==> config.mk <==
export PLATFORM = sky130hd
export DESIGN_NAME = baud_tick_gen
export DESIGN_NICKNAME = d
export VERILOG_FILES = /design/src/rtl/baud_tick_gen.sv
export SDC_FILE = /design/constraint.sdc
export NUM_CORES = 1
export LEC_CHECK = 0
export CAP_MARGIN = 30
export CORE_ASPECT_RATIO = 1.5
export CORE_MARGIN = 1
export CORE_UTILIZATION = 55
export DETAILED_ROUTE_END_ITERATION = 16
export PLACE_DENSITY = 0.81
export SLEW_MARGIN = 20
export SYNTH_ARGS = -nofsm -noshare
export SYNTH_HDL_FRONTEND = slang
export SYNTH_SLANG_ARGS = --single-unit
==> constraint.sdc <==
create_clock -name i_clk -period 5.37 [get_ports i_clk]
set_input_delay 1.611 -clock i_clk [delete_from_list [all_inputs] [get_ports i_clk]]
set_output_delay 1.611 -clock i_clk [all_outputs]
set_load 0.02 [all_outputs]
==> src/rtl/baud_tick_gen.sv <==
// rtl/baud_tick_gen.sv - fractional baud-rate oversample tick generator
// Emits oversample, bit-centre and bit-end ticks from an integer+fractional clock divisor.
module baud_tick_gen #(
    parameter int SIZE_BAUD  = 24,
    parameter int SIZE_FRAC  = 4,
    parameter int OVERSAMPLE = 16
) (
    input  logic                          i_clk,
    input  logic                          i_rst,
    input  logic                          i_en,
    input  logic [SIZE_BAUD-1:0]          i_div_int,
    input  logic [SIZE_FRAC-1:0]          i_div_frac,
    input  logic                          i_resync,
    output logic                          o_os_tick,
    output logic                          o_mid_tick,
    output logic                          o_bit_tick,
    output logic [$clog2(OVERSAMPLE)-1:0] o_phase,
    output logic                          o_cfg_err
);

    localparam int PW = $clog2(OVERSAMPLE);

    logic [SIZE_BAUD-1:0] cnt_q, cnt_d;
    logic [SIZE_FRAC-1:0] acc_q, acc_d;
    logic                 ext_q, ext_d;
    logic [PW-1:0]        phase_q, phase_d;
    logic                 os_tick_q, os_tick_d;
    logic                 mid_tick_q, mid_tick_d;
    logic                 bit_tick_q, bit_tick_d;
    logic                 cfg_err_q, cfg_err_d;

    logic                 legal;
    logic [SIZE_BAUD:0]   limit;
    logic                 terminal;
    logic [SIZE_FRAC:0]   frac_sum;

    always_comb begin
        legal    = (i_div_int >= SIZE_BAUD'(2));
        // One bit wider than the divisor so div_int-1+extend never wraps.
        limit    = {1'b0, i_div_int} - {{SIZE_BAUD{1'b0}}, 1'b1} + {{SIZE_BAUD{1'b0}}, ext_q};
        terminal = ({1'b0, cnt_q} >= limit);
        frac_sum = {1'b0, acc_q} + {1'b0, i_div_frac};

        cnt_d      = cnt_q;
        acc_d      = acc_q;
        ext_d      = ext_q;
        phase_d    = phase_q;
        os_tick_d  = 1'b0;
        mid_tick_d = 1'b0;
        bit_tick_d = 1'b0;
        cfg_err_d  = ~legal;

        if (i_resync || !legal) begin
            cnt_d   = '0;
            acc_d   = '0;
            ext_d   = 1'b0;
            phase_d = '0;
        end else if (i_en) begin
            if (terminal) begin
                cnt_d      = '0;
                acc_d      = frac_sum[SIZE_FRAC-1:0];
                ext_d      = frac_sum[SIZE_FRAC];
                phase_d    = (phase_q == PW'(OVERSAMPLE - 1)) ? '0 : phase_q + PW'(1);
                os_tick_d  = 1'b1;
                mid_tick_d = (phase_q == PW'(OVERSAMPLE / 2 - 1));
                bit_tick_d = (phase_q == PW'(OVERSAMPLE - 1));
            end else begin
                cnt_d = cnt_q + SIZE_BAUD'(1);
            end
        end
    end

    always_ff @(posedge i_clk) begin
        if (i_rst) begin
            cnt_q      <= '0;
            acc_q      <= '0;
            ext_q      <= 1'b0;
            phase_q    <= '0;
            os_tick_q  <= 1'b0;
            mid_tick_q <= 1'b0;
            bit_tick_q <= 1'b0;
            cfg_err_q  <= 1'b0;
        end else begin
            cnt_q      <= cnt_d;
            acc_q      <= acc_d;
            ext_q      <= ext_d;
            phase_q    <= phase_d;
            os_tick_q  <= os_tick_d;
            mid_tick_q <= mid_tick_d;
            bit_tick_q <= bit_tick_d;
            cfg_err_q  <= cfg_err_d;
        end
    end

    assign o_os_tick  = os_tick_q;
    assign o_mid_tick = mid_tick_q;
    assign o_bit_tick = bit_tick_q;
    assign o_phase    = phase_q;
    assign o_cfg_err  = cfg_err_q;

endmodule

# Word level (Yosys, flattened, before mapping)
# Cells that the tools add are included.
dict set report totals {
  register_bits 37
  out_inout_bits 8
}
dict set report classes {
  addsub 5
  magnitude_cmp 2
  eq_ne 2
  muxes 3
  bitwise 3
  reduce_logical 6
}
# operator count
set op_table {}
lappend op_table {{25-bit by 1-bit adder with 25-bit output} 1}
lappend op_table {{24-bit by 25-bit greater-or-equal comparator with 1-bit output} 1}
lappend op_table {{24-bit by 1-bit subtractor with 25-bit output, second input constant} 1}
lappend op_table {{24-bit by 1-bit adder with 24-bit output, second input constant} 1}
lappend op_table {{24-bit by 2-bit greater-or-equal comparator with 1-bit output, second input constant} 1}
lappend op_table {{24-bit 2-to-1 mux} 1}
lappend op_table {{4-bit by 4-bit adder with 5-bit output} 1}
lappend op_table {{4-bit by 1-bit adder with 4-bit output, second input constant} 1}
lappend op_table {{4-bit by 3-bit equality test with 1-bit output, second input constant} 1}
lappend op_table {{4-bit equality test, second input constant} 1}
lappend op_table {{4-bit 2-to-1 mux} 1}
lappend op_table {{4-bit OR reduction} 1}
lappend op_table {{1-bit inverter} 3}
lappend op_table {{3-bit OR reduction} 1}
lappend op_table {{2-bit AND reduction} 1}
lappend op_table {{2-bit OR reduction} 1}
lappend op_table {{1-bit zero test} 1}
lappend op_table {{1-bit logical OR} 1}
lappend op_table {{1-bit 2-to-1 mux} 1}

# Longest topological paths before layout
# Gate-level depths: netlist (run 1).
dict set report depth {
  word_depth 5
  mapped_depth 17
  ltp_nobuf 15
}

# Least setup slack after synthesis (run 1)
# Ideal clock, no wire load.
dict set report synth_timing {
  path_kind {input -> register}
  start {in i_div_int[6]}
  end {reg phase_q[2], in the netlist o_phase[2]}
  setup_ns 0.070
  arrival_time_ns 4.743
  t_required_ns 5.300
  path_slack_ns 0.557
  cell_stages 14
  n_path_buf 1
  cell_sequence {nor4_2 nand2_1 or3_1 nor3b_1 nand2_1 xor2_1 ha_1 nand4_2 nor4_4 a221oi_2 and4_4 buf_6 or4_1 a21oi_1}
}
dict set report synth_via {
  elab_chain_len 4
  word_cells_on_any_way 8
  classes_between {add/sub: 2; order compare: 2; reduce/logical: 4}
}
# item line
set synth_rtl {}
lappend synth_rtl {{start: declaration} 11} ;# input logic [SIZE_BAUD-1:0] i_div_int,
lappend synth_rtl {{24-bit by 1-bit subtractor with 25-bit output / 24-bit by 2-bit greater-or-equal comparator with 1-bit output (equally long branches)} {40, 38}}
lappend synth_rtl {{25-bit by 1-bit adder with 25-bit output / 1-bit zero test (equally long branches)} {40, 53}}
lappend synth_rtl {{24-bit by 25-bit greater-or-equal comparator with 1-bit output / 1-bit logical OR (equally long branches)} {41, 53}}
lappend synth_rtl {{2-bit AND reduction (no line) / 2-bit OR reduction (equally long branches)} -}
lappend synth_rtl {{end signal: assignment} 87} ;# phase_q <= phase_d;
lappend synth_rtl {{end: declaration} 26} ;# logic [PW-1:0] phase_q, phase_d;
# Several ways; a longest one is shown, not always the timed one.
# A chain may end at the register's enable or synchronous reset.

# Final worst setup path (run 1)
dict set report layout_timing {
  start {in i_div_int[9]}
  end {reg phase_q[2], in the netlist o_phase[2]}
}
# Same word-level chain as after synthesis.

==> results of run 1 <==
-- routing by layer --
metal | up-vias | part of all wire | track usage
li1 | 1260 | - | -
met1 | 1182 | 0.40 | 0.2800
met2 | 57 | 0.53 | 0.5041
met3 | 19 | 0.031 | 0.04874
met4 | 0 | 0.035 | 0.1515
met5 | - | 0 | 0
-- power by group through the flow --
stage | Combinational, W | Clock (W) | Sequential [W]
finish | 0.0000800 | 0.000187 | 0.000275
global route | 0.0000877 | 0.000200 | 0.000275
CTS | 0.0000795 | 0.000189 | 0.000275
detailed placement | 0.0000789 | 0 | 0.000282
global placement | 0.0000773 | 0 | 0.000282
floorplan | 0.0000360 | 0 | 0.000282
-- kinds of logic after synthesis --
kind of cell               Yosys count
and+or+nand+nor                    142
DFF                                 37
adders and majority gates           33
AOI/OAI and AO/OA                   46
buffers and inverters               20
xor gates and xnor gates            46
-- synthesized netlist by cell type (all sizes together), types with 2 or more instances --
library cell	n	area, sq um
nand4b	2	17.52
or3	4	25.02
a21oi	22	110.1
buf	5	36.28
o31ai	2	20.02
nand2b	5	31.28
nand4	13	87.58
and3	4	25.02
o21ai	12	63.81
dfxtp	37	740.7
and4	4	37.54
a21o	4	30.03
nor2	39	146.4
inv	14	52.55
nor4b	2	17.52
nor4	12	96.34
nor3	10	50.05
nand2	25	93.84
ha	32	400.4
xnor2	23	201.4
nand3	18	90.09
xor2	23	201.4
-- worst max-delay path: cells and delay by family --
family | cells | cell delay [ns]
and+or+nand+nor | 9 | 2.56
buffers and inverters | 1 | 0.49
adders and majority gates | 1 | 0.32
AOI/OAI and AO/OA | 2 | 0.26
xor gates and xnor gates | 1 | 0.13
-- state kept, by name, indices dropped and copies added (netlist names) --
register and count:
acc_q 4, cnt_q 24, ext_q 1, o_bit_tick 1
o_cfg_err 1, o_mid_tick 1, o_os_tick 1, o_phase 4
-- cells in the final DEF (no fill, tap or decap), types with 5 or more instances in the layout --
cell type,synthesis,final
sky130_fd_sc_hd__nor2_1,39,39
sky130_fd_sc_hd__xnor2_1,23,23
sky130_fd_sc_hd__inv_1,14,14
sky130_fd_sc_hd__nor4_1,10,10
sky130_fd_sc_hd__a21oi_1,22,22
sky130_fd_sc_hd__xor2_1,23,23
sky130_fd_sc_hd__nand4_1,12,12
sky130_fd_sc_hd__ha_1,32,32
sky130_fd_sc_hd__nor3_1,10,10
sky130_fd_sc_hd__nand3_1,18,18
sky130_fd_sc_hd__buf_4,2,13
sky130_fd_sc_hd__o21ai_0,10,10
sky130_fd_sc_hd__nand2b_1,5,5
sky130_fd_sc_hd__clkdlybuf4s50_1,0,39
sky130_fd_sc_hd__dfxtp_1,37,37
sky130_fd_sc_hd__nand2_1,25,25
sky130_fd_sc_hd__clkbuf_8,0,5
-- worst min path at each step --
stage	depth (start not counted)	slack, ns	endpoint
3_5_place_dp	2	0.48	ext_q
2_1_floorplan	2	0.44	ext_q
5_1_grt	2	0.53	ext_q
6_report	2	0.50	ext_q
4_1_cts	2	0.49	ext_q
3_3_place_gp	2	0.48	acc_q[3]
-- metrics by stage --
stage          total power, W  hold WS, ns    util  cell area, sq um
2_1_floorplan       0.0003176       0.4437       -              2683
3_3_place_gp        0.0003589       0.4757  0.6954              3211
3_5_place_dp        0.0003606       0.4834  0.6954              3211
4_1_cts             0.0005442       0.4940  0.7133              3293
5_1_grt             0.0005634       0.5294  0.7133              3293
6_report            0.0005419       0.4983  0.7133              3293
-- layout make-up --
| class | instances | area (sq um) |
|---|---|---|
| Multi-Input combinational cell | 267 | 1849 |
| Fill cell | 386 | 1324 |
| Sequential cell | 37 | 740.7 |
| Timing Repair Buffer | 52 | 488.0 |
| Tap cell | 64 | 80.08 |
| Clock buffer | 6 | 72.57 |
| Inverter | 14 | 52.55 |
| Clock inverter | 2 | 10.01 |
==> summary.md, run 1 <==
| Metric | Value |
|---|---|
| Overall fraction of global-route tracks in use | `0.2720` |
| Period Utilization, post-route | `0.9576` |
| Sequential area share after synthesis | `0.2761` |
| Global placement routability congestion | `0.9445` |
| Number of input and output port buffers inserted | `39` |
| Syn Inst Count | `324` |
| Top-Level Pins | `40` |
| Share of total power consumed by net switching | `0.2507` |
| Synth Net Count | `389` |
| Launch point of the worst path | `i_div_int[9]` |
| Internal power summed over all cells | `0.0004060 W` |
| Antenna Violating Nets Remaining | `0` |
| Cells along the critical path | `clkdlybuf4s50_1 -> nor4_1 -> nand4_1 -> nor3_1 -> nand2b_1 -> nor4_1 -> xnor2_1 -> ha_1 -> nand4_2 -> nor4_4 -> a221oi_2 -> and4_4 -> or4_1 -> a21oi_1` |
| Clock sink count | `37` |
| Detailed-placement wirelength estimate | `5189 microns` |
| Worst path arrival time | `5.36 ns` |
| Worst R2R Setup Slack | `1.71 ns` |
| Classification of the worst-slack hold path | `reg -> reg` |
| Critical Path End Type | `flip-flop` |
| Synth Area in Simple Gates | `0.2780` |
| Clock latency of the later-clocked register in the worst-skew pair | `0.29 ns` |
| Max transition margin | `0.5331` |
| Proportion of register bits with asynchronous set or reset after synthesis | `0` |
| Switching power | `0.0001359 W` |
| Area of the die | `5166 sq um` |
| Crit Path Class | `in -> reg` |
| Main combinational cell family by area after synthesis | `simple AND/OR/NAND/NOR gates` |
| Clock transition at the registers of the reported paths | `0.07 ns` |
| FF-to-FF End | `o_phase[2]` |
| Post-synthesis instance area | `2683 sq um` |
| Final number of max-transition violations | `0` |
| Effective utilization at floorplan | `0.5810` |
| Number of distinct library cells after synthesis | `43` |
| Number of enable flip-flop cells after synthesis | `0` |
| Cell type with the highest occurrence count on the critical path | `sky130_fd_sc_hd__nor4_1` |
| Vias after detailed routing | `2518` |
| Mean area per synthesized cell | `8.280 sq um` |
| Final net count | `442` |
| Reg2reg start | `ext_q` |
| Via count of the first global-routing pass | `2535` |
| Post-route minimum period | `5.142 ns` |
| Worst Path Required | `5.59 ns` |
| Floorplan core area | `4617 sq um` |
| Clock root buffer master | `sky130_fd_sc_hd__clkbuf_8` |
| Finish-stage setup viols | `0` |
| Number of antenna violations at the first check in global routing | `0` |
| Gates resized, CTS repair | `0` |
| Number of maximum-capacitance constraint violations | `0` |
| Relative contribution of sequential cells to total power | `0.508` |
| Worst-Margin Slew | `0.6950 ns` |
| Synthesis-to-finish area growth | `22.76%` |
| Worst slack at placement | `0.0006755 ns` |
| Hold Violations, Final | `0` |
| Combinational fraction of design power | `0.148` |
| Violation count after the first detailed-route iteration | `99` |
| Clock power share | `0.344` |
| DIE HEIGHT | `87.54 microns` |
| Number of clock buffers inserted by TritonCTS | `5` |
| Cell depth of the worst flop-to-flop path | `15` |
| IR drop worst, VDD | `0.1584 mV` |
| Start point of the worst hold path | `ext_q` |
| Number of hold buffers added after CTS | `0` |
| Outcome | `completed` |
| Vias per inst | `5.697` |
| Pin count of the biggest net entering global routing | `15` |
| Number of H-tree levels | `2` |
| First-pass iteration count of the detailed router | `4` |
| Syn. warnings | `0` |
| Achievable Freq | `0.1945 GHz` |
| Capture point of the worst path | `o_phase[2]` |
| Stage delay of the slowest cell on the critical path | `0.49 ns` |
| Cell Pwr Density | `164.5 nW/um^2` |
| Share of cells above drive strength 1 | `0.07143` |
| Buffers inserted by post-CTS timing repair | `0` |
| Die W | `59.02 microns` |
| Layout Skew | `0.007409 ns` |
| Synth Area in XOR/XNOR | `0.1502` |
| Unrepaired setup endpoints after global routing | `false` |
| Worst-case clock buffer depth | `2` |
| Critical Path Start Type | `primary input` |
| Adder-cell area share of the yosys netlist | `0.1567` |
| Global-route wire length before repair | `10700 microns` |
| Filler-free cell count of the finished design | `442` |
| Static Leak | `1.236 nW` |
| Slowest library cell on the worst path | `sky130_fd_sc_hd__clkdlybuf4s50_1` |
| Detail-routed net length per standard cell | `14.48 microns` |
| CTS tree | `done` |
| # diodes | `0` |
| Overall routed net length | `6402 microns` |
| Smallest setup slack after layout | `0.2278 ns` |
| Leading register cell type out of synthesis | `sky130_fd_sc_hd__dfxtp_1` |
| Number of storage elements in the synthesis netlist | `37` |
| Placed Cells | `434` |
| Worst-path fanout max | `10` |
| Final total negative setup slack | `0 ns` |
| Post-synthesis compound-gate area fraction | `0.1045` |
| DRC violation count after routing | `0` |
| Mux share of post-synthesis cell area | `0` |
| GR Overflow Total | `0` |
| # rows | `30` |
Power figures use the tool's default switching activity.
==> run 2, diff against run 1 <==
Settings changed: SLEW_MARGIN 20 to not set.
==> results of run 2 <==
Final layout, timing and power as in run 1 (identical DEF).
==> run 3, diff against run 2 <==
Settings changed: REMOVE_ABC_BUFFERS set to 1.
==> run 3 against run 2 <==
  * Worst setup slack improved by 0.043 ns
  * Global-route usage is essentially flat
  * Core utilization rose by 0.62 points
  * Non-clock buffer count up 2
  * Clock skew grew 0.0025 ns
  * Via count up 0.56%
  * Sequential power is essentially flat
  * Sequential share of layout area down 0.19 points
  * Hold slack lost 0.0098 ns
  * Critical path type unchanged
  * Critical endpoint unchanged
  * Largest cell class unchanged
==> summary.md, run 3 (synthesis results as in run 1) <==
| Metric | Value |
|---|---|
| Outcome | `completed` |
| Pin count of the biggest net entering global routing | `15 (unchanged)` |
| Detail-routed net length per standard cell | `14.30 microns (-1.2%)` |
| Classification of the worst-slack hold path | `reg -> reg` |
| Hold Violations, Final | `0 (unchanged)` |
| Count of filler cells inserted in the layout | `381 (-1.3%)` |
| Number of maximum-capacitance constraint violations | `0 (unchanged)` |
| Number of hold buffers added after CTS | `0 (unchanged)` |
| Clock latency of the later-clocked register in the worst-skew pair | `0.29 ns (about the same)` |
| Crit Path Class | `in -> reg` |
| Number of flip-flops in the largest register | `24 (unchanged)` |
| Filler-free cell count of the finished design | `444 (+0.45%)` |
| Final net count | `444 (+0.45%)` |
| Global placement routability congestion | `0.8845 (-6.4%)` |
| Cell Pwr Density | `170.6 nW/um^2 (+3.7%)` |
| Gates resized, CTS repair | `0 (unchanged)` |
| Detailed-placement wirelength estimate | `5072 microns (-2.3%)` |
| Global Route met2 Usage | `0.4990 (-0.005165)` |
| Number of clock buffers inserted by TritonCTS | `5 (unchanged)` |
| Period Utilization, post-route | `0.9495 (-0.008068)` |
| Overall fraction of global-route tracks in use | `0.2724 (+0.0004121)` |
| Share of cells above drive strength 1 | `0.07895 (+0.007519)` |
| Start point of the worst hold path | `ext_q` |
| Clock root buffer master | `sky130_fd_sc_hd__clkbuf_8` |
| Worst-Margin Slew | `0.5937 ns (-0.1012 ns)` |
| Number of antenna violations at the first check in global routing | `0 (unchanged)` |
| Final number of max-transition violations | `0 (unchanged)` |
| Worst R2R Setup Slack | `1.81 ns (+0.10 ns)` |
| Buffers inserted by post-CTS timing repair | `0 (unchanged)` |
| Met3 usage | `0.04579 (-0.002954)` |
| # rows | `30 (unchanged)` |
| Number of input and output port buffers inserted | `39 (unchanged)` |
| Critical Path Start Type | `primary input` |
| Met1 Resource Use GR | `0.2959 (+0.01589)` |
| Commonest cells after routing, fill and taps aside | `39 x sky130_fd_sc_hd__nor2_1, 39 x sky130_fd_sc_hd__clkdlybuf4s50_1, 37 x sky130_fd_sc_hd__dfxtp_1, 32 x sky130_fd_sc_hd__ha_1, 25 x sky130_fd_sc_hd__nand2_1` |
| Final total negative setup slack | `0 ns (unchanged)` |
| Violation count after the first detailed-route iteration | `159 (+61%)` |
| Vias after detailed routing | `2532 (+0.56%)` |
| Finish-stage setup viols | `0 (unchanged)` |
| Effective utilization at floorplan | `0.5810 (unchanged)` |
| Post-route minimum period | `5.099 ns (-0.04332 ns)` |
| DRC violation count after routing | `0 (unchanged)` |
| Synthesis-to-finish area growth | `23.83%` |
| Worst path arrival time | `5.32 ns (-0.04 ns)` |
| Floorplan core area | `4617 sq um (unchanged)` |
| Global-route wire length before repair | `10780 microns (+0.78%)` |
| Register containing the most flip-flops in the final layout | `cnt_q` |
| Most Crowded Layer GR | `met2` |
| Worst-path fanout max | `10 (unchanged)` |
| First-pass iteration count of the detailed router | `4 (unchanged)` |
| Unrepaired setup endpoints after global routing | `false` |
| Die W | `59.02 microns (unchanged)` |
| Clock transition at the registers of the reported paths | `0.08 ns (about the same)` |
| Layout Skew | `0.009892 ns (+0.002482 ns)` |
| Critical Path End Type | `flip-flop` |
| FF-to-FF End | `o_phase[2]` |
| Worst Path Required | `5.59 ns (about the same)` |
| IR drop worst, VDD | `0.1497 mV (-5.5%)` |
| Vias per inst | `5.703 (+0.10%)` |
| Number of cells traversed by the worst hold path | `2 (unchanged)` |
| Area of the die | `5166 sq um (unchanged)` |
| Antenna Violating Nets Remaining | `0 (unchanged)` |
| Cell depth of the worst flop-to-flop path | `15 (unchanged)` |
| Achievable Freq | `0.1961 GHz (+0.85%)` |
| DIE HEIGHT | `87.54 microns (unchanged)` |
| Max transition margin | `0.6011 (+0.06802)` |
| Worst-case clock buffer depth | `2 (unchanged)` |
| Top-Level Pins | `40 (unchanged)` |
| Placed Cells | `436 (+0.46%)` |
| # diodes | `0 (unchanged)` |
| Worst-case hold path end point | `ext_q` |
| GR Overflow Total | `0 (unchanged)` |
| Overall routed net length | `6351 microns (-0.80%)` |
| Via count of the first global-routing pass | `2453 (-3.2%)` |
| CTS tree | `done` |
| Number of H-tree levels | `2 (unchanged)` |
| Clock sink count | `37 (unchanged)` |
| Static Leak | `1.254 nW (+1.4%)` |
| Reg2reg start | `ext_q` |
==> run 3: cell type report <==
type / count / area [sq um] / share of cell area
clock buffer: 6 / 82.58 / 0.02486
sequential: 37 / 740.7 / 0.2230
tap: 64 / 80.08 / 0.02411
multi-input combinational: 267 / 1849 / 0.5567
clock inverter: 2 / 13.76 / 0.004143
inverter: 14 / 52.55 / 0.01582
timing repair buffer: 54 / 503.0 / 0.1514
==> run 3: per-stage QoR <==
step	total power (W)	utilization	setup slack (ns)	instance area (sq um)	hold slack [ns]
final	0.0005667	0.7195	0.2711	3322	0.4885
after global routing	0.0005902	0.7195	0.01406	3322	0.5346
after CTS	0.0005730	0.7195	0.3093	3322	0.4843
after detailed placement	0.0003621	0.6986	0.009345	3226	0.4723
after global placement	0.0003602	0.6986	0.1293	3226	0.4697
after floorplan	0.0003153	-	0.5399	2643	0.4437
==> run 3: worst max-delay path, cell delays in order <==
cell	delay, ns
sky130_fd_sc_hd__clkdlybuf4s50_1	0.47
sky130_fd_sc_hd__nor4_1	0.43
sky130_fd_sc_hd__nand4_1	0.19
sky130_fd_sc_hd__nor3_1	0.30
sky130_fd_sc_hd__nand2b_1	0.17
sky130_fd_sc_hd__nor4_1	0.26
sky130_fd_sc_hd__xnor2_1	0.11
sky130_fd_sc_hd__ha_1	0.30
sky130_fd_sc_hd__nand4_2	0.15
sky130_fd_sc_hd__nor4_4	0.36
sky130_fd_sc_hd__a221oi_2	0.11
sky130_fd_sc_hd__and4_4	0.25
sky130_fd_sc_hd__or4_1	0.47
sky130_fd_sc_hd__a21oi_1	0.14
==> run 3: metal layers <==
metal	routed length, microns	share of wire	vias to the layer above
li1	-	-	1272
met1	2631	0.41	1174
met2	3309	0.52	70
met3	217	0.034	16
met4	192	0.030	0
met5	0	0	-
==> run 3: how the worst max path moves through the flow <==
stage                            start    endpoint  slack [ns]  cells after the start
after global placement    i_div_int[6]  o_phase[2]        0.13                     15
after detailed placement  i_div_int[9]  o_phase[2]       0.009                     14
after global routing      i_div_int[9]  o_phase[2]        0.01                     14
after CTS                 i_div_int[9]  o_phase[2]        0.31                     14
final                     i_div_int[9]  o_phase[2]        0.27                     14
after floorplan           i_div_int[6]    cnt_q[0]        0.54                     13
==> run 3: report_power, final <==
group / total (W) / internal (W) / switching (W)
Clock: 0.000210 / 0.000104 / 0.000106
Sequential: 0.000275 / 0.000275 / 0.000000576
Combinational: 0.0000813 / 0.0000426 / 0.0000387
